<file path="src/rtl/rename_arbiter.sv">
// Arbitrates rename requesters onto the single register-file request port and routes each
// response back to its owner. Define RENAME_ARB_RR_EN for round-robin; otherwise fixed priority 0 > 1 > 2.
module rename_arbiter #(
    parameter int NREQ       = 3,
    parameter int FIFO_DEPTH = 2
) (
    input  logic                clk,
    input  logic                rst,
    input  logic                rdy,
    input  logic                register_flush,
    input  logic [NREQ-1:0]     req_valid,
    output logic [NREQ-1:0]     req_ready,
    input  logic [NREQ-1:0]     req_simple,
    input  logic [NREQ-1:0]     req_bos,
    input  logic [NREQ-1:0]     req_op1_flag,
    input  logic [NREQ-1:0]     req_op2_flag,
    input  logic [NREQ*4-1:0]   req_id,
    input  logic [NREQ*5-1:0]   req_rd,
    input  logic [NREQ*5-1:0]   req_rs1,
    input  logic [NREQ*5-1:0]   req_rs2,
    output logic                rename_need,
    output logic                rename_need_ins_is_simple,
    output logic                rename_need_ins_is_branch_or_store,
    output logic                operand_1_flag,
    output logic                operand_2_flag,
    output logic [3:0]          rename_need_id,
    output logic [3:0]          new_ins_rd_rename,
    output logic [4:0]          new_ins_rd,
    output logic [4:0]          operand_1_reg,
    output logic [4:0]          operand_2_reg,
    input  logic                rename_finish,
    input  logic                simple_ins_commit,
    input  logic [3:0]          rename_finish_id,
    output logic [NREQ-1:0]     done,
    output logic [3:0]          done_id,
    output logic                resp_err
);

    localparam int IW = (NREQ > 1) ? $clog2(NREQ) : 1;
    localparam int PW = (FIFO_DEPTH > 1) ? $clog2(FIFO_DEPTH) : 1;
    localparam int CW = $clog2(FIFO_DEPTH + 1);

    logic [IW-1:0] q_owner  [FIFO_DEPTH];
    logic          q_simple [FIFO_DEPTH];
    logic [3:0]    q_id     [FIFO_DEPTH];
    logic          q_aged   [FIFO_DEPTH];
    logic [PW-1:0] wr_ptr;
    logic [PW-1:0] rd_ptr;
    logic [CW-1:0] count;

    logic active;
    logic q_full;
    logic q_empty;
    assign active  = rdy && !register_flush;
    assign q_full  = (count == CW'(FIFO_DEPTH));
    assign q_empty = (count == '0);

    logic [IW-1:0] arb_start;
`ifdef RENAME_ARB_RR_EN
    logic [IW-1:0] rr_ptr;
    assign arb_start = rr_ptr;
`else
    assign arb_start = '0;
`endif

    logic          grant_any;
    logic [IW-1:0] grant_idx;
    logic [IW-1:0] cand;

    always_comb begin
        grant_any = 1'b0;
        grant_idx = '0;
        cand      = '0;
        for (int off = 0; off < NREQ; off++) begin
            cand = IW'((int'(arb_start) + off) % NREQ);
            if (!grant_any && req_valid[cand]) begin
                grant_any = 1'b1;
                grant_idx = cand;
            end
        end
    end

    logic xfer;
    assign xfer = active && !q_full && grant_any;

    always_comb begin
        req_ready = '0;
        if (xfer) req_ready[grant_idx] = 1'b1;
    end

    logic [3:0] win_id;
    logic [4:0] win_rd;
    logic [4:0] win_rs1;
    logic [4:0] win_rs2;
    assign win_id  = req_id[int'(grant_idx)*4 +: 4];
    assign win_rd  = req_rd[int'(grant_idx)*5 +: 5];
    assign win_rs1 = req_rs1[int'(grant_idx)*5 +: 5];
    assign win_rs2 = req_rs2[int'(grant_idx)*5 +: 5];

    // A response must match the head's kind exactly; a head that has seen one edge without a response is stale.
    logic resp_any;
    logic head_match;
    logic pop;
    assign resp_any   = rename_finish || simple_ins_commit;
    assign head_match = q_simple[rd_ptr] ? (simple_ins_commit && !rename_finish)
                                         : (rename_finish && !simple_ins_commit);
    assign pop        = active && !q_empty && (resp_any || q_aged[rd_ptr]);

    function automatic logic [PW-1:0] ptr_inc(input logic [PW-1:0] p);
        return (p == PW'(FIFO_DEPTH - 1)) ? '0 : p + 1'b1;
    endfunction

    always_ff @(posedge clk or negedge rst) begin
        if (!rst) begin
            rename_need                        <= 1'b0;
            rename_need_ins_is_simple          <= 1'b0;
            rename_need_ins_is_branch_or_store <= 1'b0;
            operand_1_flag                     <= 1'b0;
            operand_2_flag                     <= 1'b0;
            rename_need_id                     <= '0;
            new_ins_rd_rename                  <= '0;
            new_ins_rd                         <= '0;
            operand_1_reg                      <= '0;
            operand_2_reg                      <= '0;
            done                               <= '0;
            done_id                            <= '0;
            resp_err                           <= 1'b0;
            wr_ptr                             <= '0;
            rd_ptr                             <= '0;
            count                              <= '0;
`ifdef RENAME_ARB_RR_EN
            rr_ptr                             <= '0;
`endif
            for (int i = 0; i < FIFO_DEPTH; i++) begin
                q_owner[i]  <= '0;
                q_simple[i] <= 1'b0;
                q_id[i]     <= '0;
                q_aged[i]   <= 1'b0;
            end
        end else if (rdy) begin
            if (register_flush) begin
                rename_need <= 1'b0;
                done        <= '0;
                wr_ptr      <= '0;
                rd_ptr      <= '0;
                count       <= '0;
            end else begin
                rename_need <= xfer;
                done        <= '0;
                if (resp_any && q_empty) resp_err <= 1'b1;
                if (pop) begin
                    if (resp_any && head_match) begin
                        done[q_owner[rd_ptr]] <= 1'b1;
                        done_id               <= rename_finish ? rename_finish_id : q_id[rd_ptr];
                    end else begin
                        resp_err <= 1'b1;
                    end
                    rd_ptr <= ptr_inc(rd_ptr);
                end
                for (int i = 0; i < FIFO_DEPTH; i++) q_aged[i] <= 1'b1;
                if (xfer) begin
                    rename_need_ins_is_simple          <= req_simple[grant_idx];
                    rename_need_ins_is_branch_or_store <= req_bos[grant_idx];
                    operand_1_flag                     <= req_op1_flag[grant_idx];
                    operand_2_flag                     <= req_op2_flag[grant_idx];
                    rename_need_id                     <= win_id;
                    new_ins_rd_rename                  <= win_id;
                    new_ins_rd                         <= win_rd;
                    operand_1_reg                      <= win_rs1;
                    operand_2_reg                      <= win_rs2;
                    q_owner[wr_ptr]                    <= grant_idx;
                    q_simple[wr_ptr]                   <= req_simple[grant_idx];
                    q_id[wr_ptr]                       <= win_id;
                    q_aged[wr_ptr]                     <= 1'b0;
                    wr_ptr                             <= ptr_inc(wr_ptr);
`ifdef RENAME_ARB_RR_EN
                    rr_ptr <= (grant_idx == IW'(NREQ - 1)) ? '0 : grant_idx + 1'b1;
`endif
                end
                count <= count + CW'(xfer) - CW'(pop);
            end
        end
    end

endmodule

</file>
<file path="config.mk">
export PLATFORM = sky130hd
export DESIGN_NAME = rename_arbiter
export DESIGN_NICKNAME = d
export VERILOG_FILES = /design/src/rtl/rename_arbiter.sv
export SDC_FILE = /design/constraint.sdc
export NUM_CORES = 1
export LEC_CHECK = 0
export CORE_ASPECT_RATIO = 0.75
export CORE_UTILIZATION = 45
export DETAILED_ROUTE_END_ITERATION = 8
export PLACE_DENSITY = 0.94
export SLEW_MARGIN = 20
export SYNTH_ARGS = -nofsm -noshare
export SYNTH_HDL_FRONTEND = slang
export SYNTH_SLANG_ARGS = --single-unit
export TNS_END_PERCENT = 10
</file>
<file path="constraint.sdc">
create_clock -name clk -period 4.4 [get_ports clk]
set_clock_uncertainty 0.15 [all_clocks]
set_input_delay 0.44 -clock clk [delete_from_list [all_inputs] [get_ports clk]]
set_output_delay 0.44 -clock clk [all_outputs]
set_load 0.01 [all_outputs]
</file>
### Word-level counts from Yosys, hierarchy flattened

Index checks and enable logic that the tools add are counted.
W data, S select, Z words.

* flip-flop bits (word level): 52
* output and inout bits: 39

* shifts and indexed selects: 4
* bitwise operators: 4
* $lt $le $gt $ge: 7
* eq/ne operators: 1
* multiplexer cells: 56
* multiply operators: 1
* $add $sub $neg: 4
* reductions and logical operators: 31

Operators with widths (count)
* $shiftx A15 B32 Y5: 2
* $mux W1: 28
* $mux W4: 5
* $shiftx A15 B6 Y5: 1
* $logic_and A1 B1 Y1: 14
* $mux W2: 7
* $mux W3: 4
* $shiftx A12 B5 Y4: 1
* $bmux W1 S2: 4
* $bwmux W8: 1
* $logic_not A1 Y1: 7
* $lt A2 B3 Y1 const B: 2
* $reduce_and A2 Y1: 3
* $mul A2 B3 Y5 const B: 1
* $bwmux W4: 1
* $demux W1 S2: 2
* $demux W4 S1: 1
* $ge A2 B1 Y1 const B: 2
* $ge A2 B2 Y1 const B: 2
* $not A1 Y2: 2
* $reduce_and A4 Y1: 1
* $reduce_bool A2 Y1: 2
* $reduce_and A3 Y1: 1
* $add A1 B1 Y1 const B: 2
* other kinds (11): 12

### Longest topological paths before layout

* depth in word-level cells: 12
* gate-level depth with buffers: 11
* gate-level depth less buffers: 9

### Worst setup path before layout

OpenSTA, ideal clock, no wires.

* path kind: input to register
* start point: input rdy
* end point: register count[1]
* arrival time: 2.062 ns
* setup time: 0.082 ns
* setup slack: 2.106 ns
* cell stages on the path: 11
* cells stage by stage: buf_2 and2b_1 nand3_1 buf_2 ha_1 inv_1 ha_1 xnor2_1 nor3b_1 a21oi_1 o22ai_1

* word-level cells in the longest chain between the ends: 6

Ends and longest elaborated chain
* start, declared: line 9 `input logic rdy,`
* $logic_and A1 B1 Y1: line 54 `assign active = rdy && !register_flush;`
* $logic_and A1 B1 Y1 (2 in series): line 84 `assign xfer = active && !q_full && grant_any;`
* $add A2 B1 Y2: line 180 `count <= count + CW'(xfer) - CW'(pop);`
* $sub A2 B1 Y2: line 180
* $mux W2: line 141 `if (register_flush) begin`
* end signal, assigned: line 180
* end, declared: line 49 `logic [CW-1:0] count;`

Parallel ways exist; a longest one is shown, timed or not.
A chain may end at the register's enable or synchronous reset.

### Worst setup path in the final report

* start point: input req_valid[1]
* end point: output req_ready[2]

* word-level cells in the longest chain between the ends: 10

Ends and longest elaborated chain
* start, declared: line 11 `input logic [NREQ-1:0] req_valid,`
* $logic_and A1 B1 Y1 *: line 76 `if (!grant_any && req_valid[cand]) begin`
* $mux W1: line 76
* $logic_not A1 Y1: line 76
* $logic_and A1 B1 Y1: line 76
* $mux W2: line 76
* $lt A2 B3 Y1 (not written as such) or $ge A2 B1 Y1 (tied branches): line 88 `if (xfer) req_ready[grant_idx] = 1'b1;`
* $logic_and A1 B1 Y1 (not written as such): line 88
* $mux W1 (not written as such): line 88
* $demux W1 S2: line 88
* $mux W3 *: line 88
* end, declared: line 12 `output logic [NREQ-1:0] req_ready,`

Mark *: on every way between the ends. The rest lies on a longest branch, timed or not.

==> Implementation_results.wiki <==
{| class="wikitable"
! Metric !! Value
|-
| Outcome || completed
|-
| H-Tree Level Count || 2
|-
| Remaining number of nets flagged by the antenna check after routing || 0
|-
| Placeable core region || 5856 um2
|-
| Compound-cell area share of the yosys netlist || 17.29%
|-
| YS warnings || 0
|-
| Total of max-cap violations || 0
|-
| Overall routed net length || 7675 um
|-
| Count of buffers from port buffering || 120
|-
| Part of the Yosys area used for sequential elements || 47.06%
|-
| Number of cells in the finished layout apart from fillers || 457
|-
| Die Outline Area || 6465 um2
|-
| Reg with most FFs || q_id
|-
| Synth Area in Adders || 0.9050%
|-
| Top fanout value on the critical path || 13
|-
| Buffers from clock root to sink, at most || 2
|-
| Critical path required time || 3.81 ns
|-
| GR met3 Demand/Resource || 4.575%
|-
| Kind of capture point of the worst setup path || output port
|-
| Final period util || 65.65%
|-
| Basic-gate share of the synthesized area counting and, or, nand and nor cells || 11.09%
|-
| Largest stage delay on the critical path || 0.67 ns
|-
| Number of global-route vias before repair || 2,528
|-
| Peak VDD IR || 0.1788 mV
|-
| Cts-stage hold buffer count || 0
|-
| Final worst slack || 1.511 ns
|-
| Synth Net Count || 351
|-
| Setup repair bufs after CTS || 0
|-
| Ordered cell list for the critical path || clkdlybuf4s50_1, or2_2, nor4_1, clkdlybuf4s50_1
|-
| Library cell used as clock root buffer || sky130_fd_sc_hd__clkbuf_8
|-
| Pin count of the biggest net entering global routing || 53
|-
| Highest-count cells in the layout ignoring fill and taps || sky130_fd_sc_hd__clkdlybuf4s50_1, sky130_fd_sc_hd__dfrtp_1, sky130_fd_sc_hd__nand2_1
|-
| Remaining global-route overflow || 0
|-
| Cell seen most often among critical-path stages || sky130_fd_sc_hd__clkdlybuf4s50_1
|-
| Met1 track demand over resource in global routing || 31.41%
|-
| Number of iterations in the first detailed-routing pass || 4
|-
| Overall power of the completed layout || 1940 uW
|-
| Cell total after placement || 449
|-
| Half-perimeter wire length after detailed placement || 5794 um
|-
| Met2 Resource Use GR || 42.88%
|-
| Fillcell total || 461
|-
| Worst setup SP type || input pin
|-
| Relative slew margins || 43.58%
|-
| Worst hold slack across all endpoints || 0.08952 ns
|-
| Flop2flop setup slack || 1.73 ns
|-
| Post-placement worst setup slack || 1.377 ns
|-
| Synth Register Bits || 52
|-
| Number of clock sinks seen by CTS || 52
|-
| Number of inserted diodes || 0
|-
| Power density over cell area || 472.1 nW/um2
|-
| Average cell area after synthesis || 10.36 um2
|-
| Sum of negative setup slack || 0 ns
|-
| Number of buffers created by CTS || 5
|-
| Leak pwr || 0.001693 uW
|-
| Post-detailed-route wirelength per cell || 16.79 um
|-
| Global-route usage over all layers || 24.69%
|-
| First-pass GRT wire length || 12,410 um
|-
| Detail-routed via count per cell || 5.468
|-
| Number of DRC violations after detailed-routing iteration 0 || 90
|-
| Area growth syn-to-layout || 48.60%
|-
| End of the worst register-to-register path || count[1]
|-
| Max-slew violations || 0
|-
| Distinct cell type count after synthesis || 45
|-
| Worst min-delay path category || input pin to async pin
|-
| Later-pin clock latency in the skew report || 0.31 ns
|-
| Post-synthesis share of cell area spent on xor and xnor gates || 0.6335%
|-
| Kind of cell adding the most delay to the critical path || buffers and inverters
|-
| Layout Nets || 462
|-
| TritonCTS clock tree || done
|-
| Number of gates on the worst path with buffers counted || 4
|-
| Final weighted congestion in routability-driven placement || 0.9456
|-
| Clock transition time at the flip-flop clock pins of the worst setup and hold paths || 0.09 ns
|-
| Most common cell after layout, fill and taps aside || sky130_fd_sc_hd__clkdlybuf4s50_1
|-
| Row count || 24
|-
| Number of failing setup endpoints in the final timing report || 0
|-
| Reg-to-Reg Start || rd_ptr
|-
| Count of endpoints failing hold in the final timing report || 0
|-
| Post-synthesis instance area || 2765 um2
|-
| Worst-Margin Slew || 0.8457 ns
|-
| Top Usage Layer GRT || met2
|-
| Clock period minus worst slack || 2.889 ns
|-
| Number of placed I/O pins || 121
|-
| Antenna violations before repair || 0
|-
| Total buffers and inverters traversed by the critical path || 2
|-
| Die height || 69.89 um
|-
| Count of unresolved DRC violations after routing || 0
|-
| Layout cells sized above 1 || 9.235%
|-
| Post-Synthesis Cells || 267
|-
| Dominant combinational cell family by area after synthesis || multiplexers
|-
| Setup repair after global routing missed its margin || no
|-
| Mux contribution to synthesized area || 17.38%
|-
| Number of vias in the routed layout || 2,499
|-
| Critical-path cell with the highest stage delay || sky130_fd_sc_hd__clkdlybuf4s50_1
|-
| Starting density of the core || 47.22%
|-
| Critical Path AT || 2.30 ns
|-
| DIE WIDTH || 92.52 um
|-
| Maximum clock frequency || 0.3462 GHz
|-
| Post-cts resize count || 0
|-
| Flip-flop count of the largest register, all copies and words added || 8
|-
| R2R depth || 9
|-
| Category of the critical setup timing path || input pin to output port
|}
cell families after synthesis:
logic type / Yosys count
AO/OA/AOI/OAI: 74
flip-flops: 52
multiplexers: 42
AND/OR/NAND/NOR: 63
adder cells (fa/ha/maj): 2
XOR/XNOR: 2
buffers and inverters: 32
Yosys cell counts:
| master | count | share of area [%] |
|---|---|---|
| sky130_fd_sc_hd__a211oi_4 | 1 | 0.72 |
| sky130_fd_sc_hd__a21oi_1 | 7 | 1.3 |
| sky130_fd_sc_hd__a221oi_1 | 3 | 0.95 |
| sky130_fd_sc_hd__a22oi_1 | 20 | 5.4 |
| sky130_fd_sc_hd__a31oi_1 | 2 | 0.45 |
| sky130_fd_sc_hd__a32oi_1 | 2 | 0.63 |
| sky130_fd_sc_hd__and2b_1 | 1 | 0.27 |
| sky130_fd_sc_hd__and3_1 | 1 | 0.23 |
| sky130_fd_sc_hd__buf_1 | 1 | 0.14 |
| sky130_fd_sc_hd__buf_2 | 5 | 0.90 |
| sky130_fd_sc_hd__buf_4 | 6 | 1.6 |
| sky130_fd_sc_hd__buf_6 | 1 | 0.41 |
| sky130_fd_sc_hd__clkbuf_1 | 8 | 1.1 |
| sky130_fd_sc_hd__dfrtp_1 | 52 | 47 |
| sky130_fd_sc_hd__ha_1 | 2 | 0.90 |
| sky130_fd_sc_hd__inv_1 | 11 | 1.5 |
| sky130_fd_sc_hd__mux2_1 | 21 | 8.6 |
| sky130_fd_sc_hd__mux2_2 | 8 | 3.3 |
| sky130_fd_sc_hd__mux2_4 | 4 | 2.2 |
| sky130_fd_sc_hd__mux2i_1 | 8 | 2.9 |
| sky130_fd_sc_hd__mux2i_2 | 1 | 0.50 |
| sky130_fd_sc_hd__nand2_1 | 31 | 4.2 |
| sky130_fd_sc_hd__nand2_2 | 1 | 0.23 |
| sky130_fd_sc_hd__nand2b_1 | 4 | 0.90 |
| sky130_fd_sc_hd__nand3_1 | 3 | 0.54 |
| sky130_fd_sc_hd__nand3_2 | 1 | 0.36 |
| sky130_fd_sc_hd__nand3b_1 | 1 | 0.27 |
| sky130_fd_sc_hd__nand4_1 | 1 | 0.23 |
| sky130_fd_sc_hd__nor2_1 | 6 | 0.81 |
| sky130_fd_sc_hd__nor2_2 | 2 | 0.45 |
| sky130_fd_sc_hd__nor2b_1 | 5 | 1.1 |
| sky130_fd_sc_hd__nor3_1 | 1 | 0.18 |
| sky130_fd_sc_hd__nor3b_1 | 1 | 0.27 |
| sky130_fd_sc_hd__nor4_1 | 1 | 0.23 |
| sky130_fd_sc_hd__nor4b_1 | 1 | 0.32 |
| sky130_fd_sc_hd__o21a_1 | 1 | 0.27 |
| sky130_fd_sc_hd__o21ai_0 | 26 | 4.7 |
| sky130_fd_sc_hd__o21ai_1 | 3 | 0.54 |
| sky130_fd_sc_hd__o21bai_1 | 1 | 0.27 |
| sky130_fd_sc_hd__o22ai_1 | 4 | 0.90 |
| sky130_fd_sc_hd__o2bb2ai_1 | 1 | 0.32 |
| sky130_fd_sc_hd__o31ai_1 | 3 | 0.81 |
| sky130_fd_sc_hd__or2_2 | 1 | 0.23 |
| sky130_fd_sc_hd__or3_1 | 1 | 0.23 |
| sky130_fd_sc_hd__xnor2_1 | 2 | 0.63 |
worst max path at each step:
stage / startpoint / slack, ns / end
after floorplan: rdy / 2.11 / count[1]
after global placement: req_valid[1] / 1.55 / req_ready[2]
after detailed placement: rdy / 1.38 / count[1]
after CTS: req_valid[1] / 1.50 / req_ready[2]
after global routing: rdy / 1.34 / req_ready[2]
final: req_valid[1] / 1.51 / req_ready[2]
layout make-up:
| cell class | instances | area [um2] | area share (%) |
|---|---|---|---|
| clock inverters | 2 | 38.79 | 0.9440 |
| clock buffers | 6 | 82.58 | 2.010 |
| repair buffers | 125 | 1234 | 30.02 |
| inverters | 11 | 41.29 | 1.005 |
| flip-flops and latches | 52 | 1301 | 31.67 |
| well taps | 78 | 97.59 | 2.375 |
| multi-input cells | 183 | 1314 | 31.97 |
per-stage QoR:
step	utilization, %	area, um2
after global routing	70.17	4109
after floorplan	-	2765
after detailed placement	68.10	3988
after CTS	70.17	4109
final	70.17	4109
after global placement	68.10	3988
report_power, final:
group,internal (uW),switching [uW],leakage (uW),total [uW]
Sequential,663,145,0.000634,808
Clock,186,159,0.0000614,345
Combinational,471,316,0.000997,787
Total,1320,620,0.00169,1940
routing by layer:
| layer | wire length, um | share of wire [%] |
|---|---|---|
| met5 | 0 | 0 |
| met4 | 128 | 1.7 |
| met1 | 3175 | 41 |
| met3 | 456 | 5.9 |
| met2 | 3915 | 51 |
(Power assumes the default switching activity.)
